==> src/rtl/fwd_hazard_scoreboard.sv <==
// fwd_hazard_scoreboard
// ID-stage hazard unit: per-source forwarding select from the youngest
// matching in-flight producer, load-use detection against the youngest
// stage, and a countdown scoreboard for long-latency (mul/div) results.
// A single stall output freezes PC/IF/ID while any hazard is present.
module fwd_hazard_scoreboard #(
    parameter int REG_AW     = 5,
    parameter int NUM_SRC    = 2,
    parameter int FWD_STAGES = 2,
    parameter int MC_SLOTS   = 4,
    parameter int LAT_W      = 4,
    localparam int SW        = $clog2(FWD_STAGES + 1)
) (
    input  logic                         clk,
    input  logic                         rst_n,
    input  logic                         id_valid,
    input  logic [NUM_SRC*REG_AW-1:0]    id_rs,
    input  logic [NUM_SRC-1:0]           id_rs_used,
    input  logic                         id_regwrite,
    input  logic [REG_AW-1:0]            id_rd,
    input  logic                         id_mc,
    input  logic [LAT_W-1:0]             id_mc_lat,
    input  logic [FWD_STAGES-1:0]        stg_regwrite,
    input  logic [FWD_STAGES*REG_AW-1:0] stg_rd,
    input  logic [FWD_STAGES-1:0]        stg_is_load,
    output logic [NUM_SRC*SW-1:0]        fwd_sel,
    output logic                         stall,
    output logic                         mc_full,
    output logic                         mc_done,
    output logic [REG_AW-1:0]            mc_done_rd
);

    localparam int SLOT_W = (MC_SLOTS > 1) ? $clog2(MC_SLOTS) : 1;

    // Scoreboard slot state
    logic [MC_SLOTS-1:0] slot_vld_q, slot_vld_d;
    logic [REG_AW-1:0]   slot_rd_q  [MC_SLOTS];
    logic [REG_AW-1:0]   slot_rd_d  [MC_SLOTS];
    logic [LAT_W-1:0]    slot_cnt_q [MC_SLOTS];
    logic [LAT_W-1:0]    slot_cnt_d [MC_SLOTS];

    // Registered retire report
    logic                mc_done_q, mc_done_d;
    logic [REG_AW-1:0]   mc_done_rd_q, mc_done_rd_d;

    // Hazard terms
    logic                load_use;
    logic                mc_raw;
    logic                waw;
    logic                structural;
    logic                mc_wr;
    logic                issue;

    // Slot selection
    logic                free_found;
    logic [SLOT_W-1:0]   free_idx;
    logic                ret_found;
    logic [SLOT_W-1:0]   ret_idx;

    logic [REG_AW-1:0]   stg0_rd;

    // Only stage 0's load flag matters; older loads forward like any result.
    logic                unused_stg_load;

    assign stg0_rd         = stg_rd[REG_AW-1:0];
    assign unused_stg_load = ^stg_is_load;

    // Forwarding select: scan oldest to youngest so the youngest match wins.
    always_comb begin
        fwd_sel = '0;
        for (int s = 0; s < NUM_SRC; s++) begin
            for (int k = FWD_STAGES - 1; k >= 0; k--) begin
                if (stg_regwrite[k] &&
                    (stg_rd[k*REG_AW +: REG_AW] != '0) &&
                    (stg_rd[k*REG_AW +: REG_AW] == id_rs[s*REG_AW +: REG_AW])) begin
                    fwd_sel[s*SW +: SW] = SW'(k + 1);
                end
            end
        end
    end

    // Hazard detection against stage 0 loads and pending scoreboard slots.
    always_comb begin
        load_use = 1'b0;
        mc_raw   = 1'b0;
        waw      = 1'b0;
        for (int s = 0; s < NUM_SRC; s++) begin
            if (id_rs_used[s] && stg_is_load[0] && stg_regwrite[0] &&
                (stg0_rd != '0) && (stg0_rd == id_rs[s*REG_AW +: REG_AW])) begin
                load_use = 1'b1;
            end
        end
        for (int i = 0; i < MC_SLOTS; i++) begin
            if (slot_vld_q[i]) begin
                // A slot at its last count is still pending this cycle.
                for (int s = 0; s < NUM_SRC; s++) begin
                    if (id_rs_used[s] && (id_rs[s*REG_AW +: REG_AW] != '0) &&
                        (slot_rd_q[i] == id_rs[s*REG_AW +: REG_AW])) begin
                        mc_raw = 1'b1;
                    end
                end
                if (id_regwrite && (id_rd != '0) && (slot_rd_q[i] == id_rd)) begin
                    waw = 1'b1;
                end
            end
        end
    end

    // mc ops targeting x0 never take a slot, so they never need one.
    assign mc_full    = &slot_vld_q;
    assign mc_wr      = id_mc && id_regwrite && (id_rd != '0);
    assign structural = mc_wr && mc_full;
    assign stall      = id_valid && (load_use || mc_raw || waw || structural);
    assign issue      = id_valid && mc_wr && !stall;

    // Lowest-index free slot for allocation and lowest-index retiring slot.
    always_comb begin
        free_found = 1'b0;
        free_idx   = '0;
        ret_found  = 1'b0;
        ret_idx    = '0;
        for (int i = MC_SLOTS - 1; i >= 0; i--) begin
            if (!slot_vld_q[i]) begin
                free_found = 1'b1;
                free_idx   = SLOT_W'(i);
            end
            if (slot_vld_q[i] && (slot_cnt_q[i] == LAT_W'(1))) begin
                ret_found = 1'b1;
                ret_idx   = SLOT_W'(i);
            end
        end
    end

    // Next slot state: count down, retire at one, allocate on issue.
    always_comb begin
        slot_vld_d   = slot_vld_q;
        slot_rd_d    = slot_rd_q;
        slot_cnt_d   = slot_cnt_q;
        mc_done_d    = ret_found;
        mc_done_rd_d = ret_found ? slot_rd_q[ret_idx] : '0;
        for (int i = 0; i < MC_SLOTS; i++) begin
            if (slot_vld_q[i]) begin
                if (slot_cnt_q[i] == LAT_W'(1)) begin
                    slot_vld_d[i] = 1'b0;
                end else begin
                    slot_cnt_d[i] = slot_cnt_q[i] - LAT_W'(1);
                end
            end
        end
        // A slot freed on this edge is not offered until the next cycle,
        // since free_idx only looks at currently invalid slots.
        if (issue && free_found) begin
            slot_vld_d[free_idx] = 1'b1;
            slot_rd_d[free_idx]  = id_rd;
            slot_cnt_d[free_idx] = (id_mc_lat == '0) ? LAT_W'(1) : id_mc_lat;
        end
    end

    // State registers; reset discards pending slots without reporting them.
    always_ff @(posedge clk or negedge rst_n) begin
        if (!rst_n) begin
            slot_vld_q   <= '0;
            mc_done_q    <= 1'b0;
            mc_done_rd_q <= '0;
            for (int i = 0; i < MC_SLOTS; i++) begin
                slot_rd_q[i]  <= '0;
                slot_cnt_q[i] <= '0;
            end
        end else begin
            slot_vld_q   <= slot_vld_d;
            mc_done_q    <= mc_done_d;
            mc_done_rd_q <= mc_done_rd_d;
            for (int i = 0; i < MC_SLOTS; i++) begin
                slot_rd_q[i]  <= slot_rd_d[i];
                slot_cnt_q[i] <= slot_cnt_d[i];
            end
        end
    end

    assign mc_done    = mc_done_q;
    assign mc_done_rd = mc_done_rd_q;

endmodule
==> config.mk <==
export PLATFORM = sky130hd
export DESIGN_NAME = fwd_hazard_scoreboard
export DESIGN_NICKNAME = d
export VERILOG_FILES = /design/src/rtl/fwd_hazard_scoreboard.sv
export SDC_FILE = /design/constraint.sdc
export NUM_CORES = 1
export LEC_CHECK = 0
export CORE_MARGIN = 2
export CORE_UTILIZATION = 60
export DETAILED_ROUTE_END_ITERATION = 16
export PLACE_DENSITY = 0.87
export SYNTH_ARGS = -nofsm -noshare
export SYNTH_HDL_FRONTEND = slang
export SYNTH_SLANG_ARGS = --single-unit
==> constraint.sdc <==
create_clock -name clk -period 7.9 [get_ports clk]
set_clock_uncertainty 0.15 [all_clocks]
set_input_delay 1.58 -clock clk [delete_from_list [all_inputs] [get_ports clk]]
set_output_delay 1.58 -clock clk [all_outputs]
set_load 0.05 [all_outputs]
==> flow_metrics.py, run 1 <==
metrics = {
    "status": {
        "status": "finished, final reports clean",
    },
    "synth": {
        "mappedNetlistArea_um2": 3560,
        "syn-num-nets": 403,
        "yosysMostFrequentCell": "xor2_1",
        "async_flop_share_pct": 100,
        "synth-seq-area-share_pct": 32.4,
        "synthFlopType": "dfrtp_1",
        "synthTopCellsByCount": "xor2_1, dfrtp_1, xnor2_1",
        "syn_inst": 355,
        "synth_edf_count": 0,
        "ys_types": 45,
        "ys_warn_count": 0,
        "ys_ff_latch": 46,
        "ys_top_cells_by_area": "dfrtp_1, xor2_1, mux2_2, xnor2_1, buf_6",
        "synth_top_area_share_pct": 32.4,
        "avgSynthCellArea_um2": 10.0,
        "synth_top_area_cell": "dfrtp_1",
    },
    "global_routing": {
        "grt_overflow": 0,
        "grt_pass1_wl_mm": 14.3,
        "grt_max_degree": 47,
        "grt_pass1_vias": 2886,
        "antenna_found_initial": 0,
        "grt_usage_pct": 28.6,
    },
    "placed_design": {
        "portBuffers": 50,
        "pre_cts_ws_ns": 1.36,
        "dpl.hpwl_mm": 6.54,
        "routabilityCongestion": 0.933,
    },
    "layout": {
        "antenna_cells": 0,
        "multiInputGateArea_um2": 2170,
        "drive_gt1_share_pct": 12.4,
        "syn2layout_area_growth_pct": 15.2,
        "register_area_um2": 1150,
        "final_nets": 442,
        "nFillCells": 436,
    },
    "routing": {
        "top_layer": "met4",
        "ant_nets": 0,
        "drt_iter0_drc": 263,
        "met1_length_mm": 3.69,
        "drt_pre_antenna_iters": 6,
        "wirelength_mm": 8.67,
        "wl_met3_um": 442,
        "routed_via_density": 6.13,
        "drc": 0,
        "routedWlPerCell_um": 18.4,
        "vias": 2879,
        "met2WireLength_mm": 4.35,
    },
    "timing": {
        "slew_violations": 0,
        "max_freq_mhz": 152,
        "setup_ws_ns": 1.34,
        "final_hold_viol_count": 0,
        "period_minus_slack_ns": 6.56,
        "period_share_pct": 83.1,
        "relSlewSlack_pct": 30.2,
        "worst_pin_slew_ns": 1.05,
        "setup_viol": 0,
        "grt_setup_unrepaired": "false",
        "final.setup.tns_ns": 0,
    },
    "clock_network": {
        "cts_tree": "yes",
        "post_cts_resized": 0,
        "ctsLongestPathBuffers": 2,
        "cts_made_buffers": 5,
        "root_buffer": "clkbuf_8",
        "clk_latency_ns": 0.30,
        "post_cts_buffers": 0,
        "cts_hold_buf": 0,
        "clk_pin_slew_ns": 0.08,
        "cts.sinks": 46,
        "htreeDepth": 2,
    },
    "power_and_ir_drop": {
        "seqPwrFrac_pct": 42.0,
        "ir_drop_v": 0.000187,
        "p_leak_nw": 1.69,
        "swShare_pct": 41.6,
        "p_int_mw": 0.679,
        "pwr-share-clk_pct": 15.4,
        "p_per_area_nw_per_um2": 284,
        "p_sw_mw": 0.484,
        "pwr-share-comb_pct": 42.6,
    },
    "die": {
        "ios": 52,
        "row_count": 28,
        "die-height_um": 81.0,
        "die-area_um2": 6560,
        "initial_core_util_pct": 61.1,
        "dieWidth_um": 81.0,
        "coreArea_um2": 5820,
    },
    "worst_hold_path": {
        "hp-start": "slot_cnt_q[8]$_DFF_PN0_",
        "hold_end": "slot_cnt_q[8]$_DFF_PN0_",
        "hold_depth": 3,
        "hp-class": "flip-flop to flip-flop",
    },
    "setup_path": {
        "r2r_cells": 6,
        "slowest_delay_ns": 0.69,
        "critical_path.top_delay_family": "buffers and inverters",
        "path_cells": "clkdlybuf4s50_1 -> or4_1 -> o21a_1 -> nand4_1 -> o211ai_1 -> buf_4 -> or3_1 -> o21a_1 -> clkdlybuf4s50_1",
        "timing.rr.start": "slot_vld_q[1]$_DFF_PN0_",
        "critPathKind": "input pin to output port",
        "worstPathArrival_ns": 4.83,
        "required_ns": 6.17,
        "cp_max_fo": 11,
        "start_kind": "input pin",
        "r2r_slack_ns": 5.00,
        "worst_setup_path_end_kind": "output port",
        "worst_path_max_delay_cell": "clkdlybuf4s50_1",
        "worstReg2RegEnd": "slot_rd_q[2]$_DFFE_PN0P_",
        "crit_buf_inv": 3,
    },
    "flow_run": {
        "maxCapViolCount": 0,
    },
}
==> worst register-to-register path, stage by stage, from the launching register on <==
cell	delay, ns
dfrtp_1	0.58
inv_1	0.33
o32ai_1	0.18
a32oi_2	0.28
nand4b_4	0.25
nor4_4	0.63
mux2_2	0.42
==> placed cells by master (no fill, tap or decap), types with 2 or more instances in the layout <==
cell,synthesis,layout
a21o_1,6,6
a21oi_1,2,2
a22oi_1,6,6
buf_4,3,3
clkbuf_8,0,5
clkdlybuf4s50_1,0,49
dfrtp_1,46,46
ha_1,8,8
inv_1,12,12
mux2_2,27,27
mux2i_1,11,11
nand2_1,18,18
nand2b_1,5,5
nand3_1,14,14
nand4_1,5,5
nor2_1,11,11
nor3_1,9,9
nor4_1,14,14
nor4_4,3,3
o211ai_1,2,2
o21a_1,3,3
o21ai_0,17,17
or2_2,2,2
or3_1,4,4
or4_1,6,6
xnor2_1,30,30
xor2_1,56,56
==> worst max-delay path by stage <==
stage	start	to	slack, ns	cells past startpoint
finish	id_rs[5]	stall	1.34	9
global route	id_rd[0]	stall	1.20	8
CTS	id_rs[5]	stall	1.36	9
detailed placement	id_rs[5]	stall	1.36	9
global placement	id_rd[0]	stall	1.40	8
floorplan	id_rs[9]	stall	1.35	8
==> final cells by class <==
cell class	instances	share of cell area, %
flip-flops and latches	46	28.1
clock inverters	3	1.07
clock buffers	5	1.68
multi-input cells	276	53.1
repair buffers	53	12.6
well taps	75	2.29
inverters	12	1.10
==> power groups by stage <==
stage                     registers [mW]  logic, mW  clock network (mW)
after floorplan                    0.460      0.386                   0
after global placement             0.481      0.464                   0
after detailed placement           0.489      0.492                   0
after CTS                          0.484      0.495               0.183
after global routing               0.503      0.548               0.194
final                              0.488      0.496               0.179
==> per-stage QoR <==
step | util, % | cell area [um^2] | hold WS [ns] | instances | total power [mW]
after floorplan | - | 3560 | 0.381 | 355 | 0.846
after global placement | 68.5 | 3980 | 0.405 | 462 | 0.945
after detailed placement | 68.5 | 3980 | 0.428 | 462 | 0.981
after CTS | 70.4 | 4100 | 0.442 | 470 | 1.16
after global routing | 70.4 | 4100 | 0.482 | 470 | 1.24
final | 70.4 | 4100 | 0.449 | 470 | 1.16
==> registers in the layout (all words and copies together) (netlist names) <==
signal      cells
slot_rd_q      20
slot_cnt_q     16
mc_done_rd      5
slot_vld_q      4
mc_done         1
==> kinds of logic (layout without fill, tap and decap cells) <==
group	count (synthesis)	count (layout)	share of synthesized area, %
adders and majority gates	8	8	2.82
DFF	46	46	32.4
muxes	38	38	11.6
buffers and inverters	33	73	6.47
xor gates and xnor gates	86	86	21.2
and+or+nand+nor	100	100	17.2
AOI/OAI and AO/OA	44	44	8.34
==> per-layer routing <==
layer	vias to the layer above	track usage (%)
met2	100	49.3
met4	0	10.0
met1	1431	36.5
li1	1324	-
met3	24	4.00
met5	-	0
Note: power is estimated with default switching activity, not from simulation.
==> run 2, diff against run 1 <==
--- a/config.mk
+++ b/config.mk
@@ -6,9 +6,9 @@
 export NUM_CORES = 1
 export LEC_CHECK = 0
 export CORE_MARGIN = 2
-export CORE_UTILIZATION = 60
+export CORE_UTILIZATION = 50
 export DETAILED_ROUTE_END_ITERATION = 16
-export PLACE_DENSITY = 0.87
+export PLACE_DENSITY = 0.77
 export SYNTH_ARGS = -nofsm -noshare
 export SYNTH_HDL_FRONTEND = slang
 export SYNTH_SLANG_ARGS = --single-unit
==> constraint.sdc (replaced) <==
create_clock -name clk -period 5.5 [get_ports clk]
set_clock_uncertainty 0.15 [all_clocks]
set_input_delay 1.1 -clock clk [delete_from_list [all_inputs] [get_ports clk]]
set_output_delay 1.1 -clock clk [all_outputs]
set_load 0.05 [all_outputs]
==> flow_metrics.py, run 2 (same netlist as run 1, synthesis figures left out) <==
metrics = {
    "power_and_ir_drop": {
        "ir_drop_v": 0.000220,
        "pwr-share-clk_pct": 15.1,
        "p_leak_nw": 1.73,
        "p_per_area_nw_per_um2": 395,
        "seqPwrFrac_pct": 41.8,
        "swShare_pct": 40.8,
        "p_sw_mw": 0.677,
        "p_int_mw": 0.983,
        "pwr-share-comb_pct": 43.1,
    },
    "setup_path": {
        "critPathKind": "input pin to output port",
        "crit_buf_inv": 2,
        "r2r_cells": 6,
        "path_cells": "clkdlybuf4s50_1 -> or4_1 -> o21ai_0 -> a21o_1 -> nand2_1 -> or3_1 -> o21a_1 -> buf_12",
        "timing.rr.start": "slot_vld_q[1]$_DFF_PN0_",
        "worstReg2RegEnd": "slot_cnt_q[6]$_DFF_PN0_",
        "cp_max_fo": 7,
        "slowest_delay_ns": 0.65,
        "critical_path.top_delay_family": "simple AND/OR/NAND/NOR gates",
        "required_ns": 4.25,
        "r2r_slack_ns": 2.64,
        "worst_path_max_delay_cell": "clkdlybuf4s50_1",
        "start_kind": "input pin",
        "worst_setup_path_end_kind": "output port",
        "worstPathArrival_ns": 3.71,
    },
    "global_routing": {
        "grt_overflow": 0,
        "antenna_found_initial": 0,
        "grt_max_degree": 47,
        "grt_pass1_vias": 2797,
        "grt_pass1_wl_mm": 14.1,
        "grt_usage_pct": 23.3,
    },
    "timing": {
        "final_hold_viol_count": 0,
        "worst_pin_slew_ns": 1.03,
        "setup_ws_ns": 0.544,
        "relSlewSlack_pct": 31.5,
        "period_minus_slack_ns": 4.96,
        "final.setup.tns_ns": 0,
        "holdWs_ns": 0.429,
        "setup_viol": 0,
        "max_freq_mhz": 202,
        "grt_setup_unrepaired": "false",
        "slew_violations": 0,
        "period_share_pct": 90.1,
    },
    "routing": {
        "top_layer": "met4",
        "wirelength_mm": 8.54,
        "vias": 2824,
        "drt_pre_antenna_iters": 5,
        "drc": 0,
        "ant_nets": 0,
        "routed_via_density": 5.66,
        "routedWlPerCell_um": 17.1,
        "wl_met3_um": 395,
        "met1_length_mm": 3.92,
        "met2WireLength_mm": 4.10,
        "drt_iter0_drc": 206,
    },
    "layout": {
        "largest_reg_flops": 20,
        "syn2layout_area_growth_pct": 18.2,
        "drive_gt1_share_pct": 14.6,
        "final_nets": 450,
        "final_common_cell": "xor2_1",
        "nFillCells": 573,
        "final_cell_mix": "xor2_1, clkdlybuf4s50_1, dfrtp_1",
        "top_register": "slot_rd_q",
        "antenna_cells": 0,
    },
    "clock_network": {
        "root_buffer": "clkbuf_8",
        "ctsLongestPathBuffers": 2,
        "post_cts_buffers": 0,
        "post_cts_resized": 0,
        "cts_hold_buf": 0,
        "clk_pin_slew_ns": 0.08,
        "cts.sinks": 46,
        "cts_tree": "yes",
        "cts_made_buffers": 5,
        "clk_latency_ns": 0.30,
        "htreeDepth": 2,
    },
    "placed_design": {
        "routabilityCongestion": 0.929,
        "dpl.hpwl_mm": 6.57,
        "pre_cts_ws_ns": 0.564,
        "portBuffers": 50,
    },
    "flow_run": {
        "maxCapViolCount": 0,
    },
    "die": {
        "ios": 52,
        "coreArea_um2": 6830,
        "die-height_um": 88.3,
        "dieWidth_um": 88.3,
        "die-area_um2": 7800,
        "initial_core_util_pct": 52.1,
        "row_count": 30,
    },
    "status": {
        "status": "finished, final reports clean",
    },
    "worst_hold_path": {
        "hold_end": "slot_cnt_q[9]$_DFF_PN0_",
        "hold_depth": 2,
        "hp-start": "slot_cnt_q[9]$_DFF_PN0_",
        "hp-class": "flip-flop to flip-flop",
    },
}
run 2: changes by cell type in the layout (fill, tap and decap cells not counted):
cell             change
buf_4                +8
clkinvlp_4           +1
buf_12               +1
nor4_2               +2
inv_6                -1
nor4_1               -2
clkbuf_1             +1
clkdlybuf4s50_1      -1
clkinv_2             -1
run 2: worst register-to-register path: stages, from the launching register on:
cell and delay, ns:
dfrtp_1 0.57, inv_1 0.33, o32ai_1 0.17, a32oi_2 0.27
nand4b_4 0.24, nor4_4 0.60, mux2_2 0.42
run 2: worst max-delay path by stage:
stage | start | endpoint | slack (ns) | depth (start not counted)
final | id_rs[1] | stall | 0.54 | 8
after global routing | stg_rd[0] | stall | 0.41 | 9
after CTS | id_rs[1] | stall | 0.56 | 8
after detailed placement | id_rs[1] | stall | 0.56 | 8
after global placement | stg_rd[0] | stall | 0.62 | 9
after floorplan | id_rs[9] | stall | 0.66 | 8
run 2: per-layer routing:
metal	vias up	global-route usage [%]
li1	1337	-
met1	1399	33.4
met2	72	37.4
met3	16	3.36
met4	0	5.65
met5	-	0
run 2: through the flow:
step                      cells  instance area, um^2  utilization (%)  total power [mW]
after global placement      491                 4090             59.9              1.37
after CTS                   499                 4200             61.5              1.66
final                       499                 4200             61.5              1.66
after global routing        499                 4200             61.5              1.78
after floorplan             355                 3570                -              1.22
after detailed placement    491                 4090             59.9              1.41
run 2: power groups by stage:
stage          logic (mW)  registers (mW)  clock network [mW]
5_1_grt             0.796           0.717               0.270
3_3_place_gp        0.681           0.693                   0
6_report            0.715           0.693               0.251
4_1_cts             0.718           0.689               0.258
2_1_floorplan       0.555           0.660                   0
3_5_place_dp        0.715           0.695                   0
run 2: layout make-up:
type	count	area [um^2]	share of cell area, %
repair buffers	61	588	14.0
well taps	96	120	2.86
inverters	12	45.0	1.07
clock inverters	2	37.5	0.893
clock buffers	6	72.6	1.73
multi-input cells	276	2190	52.1
flip-flops and latches	46	1150	27.4
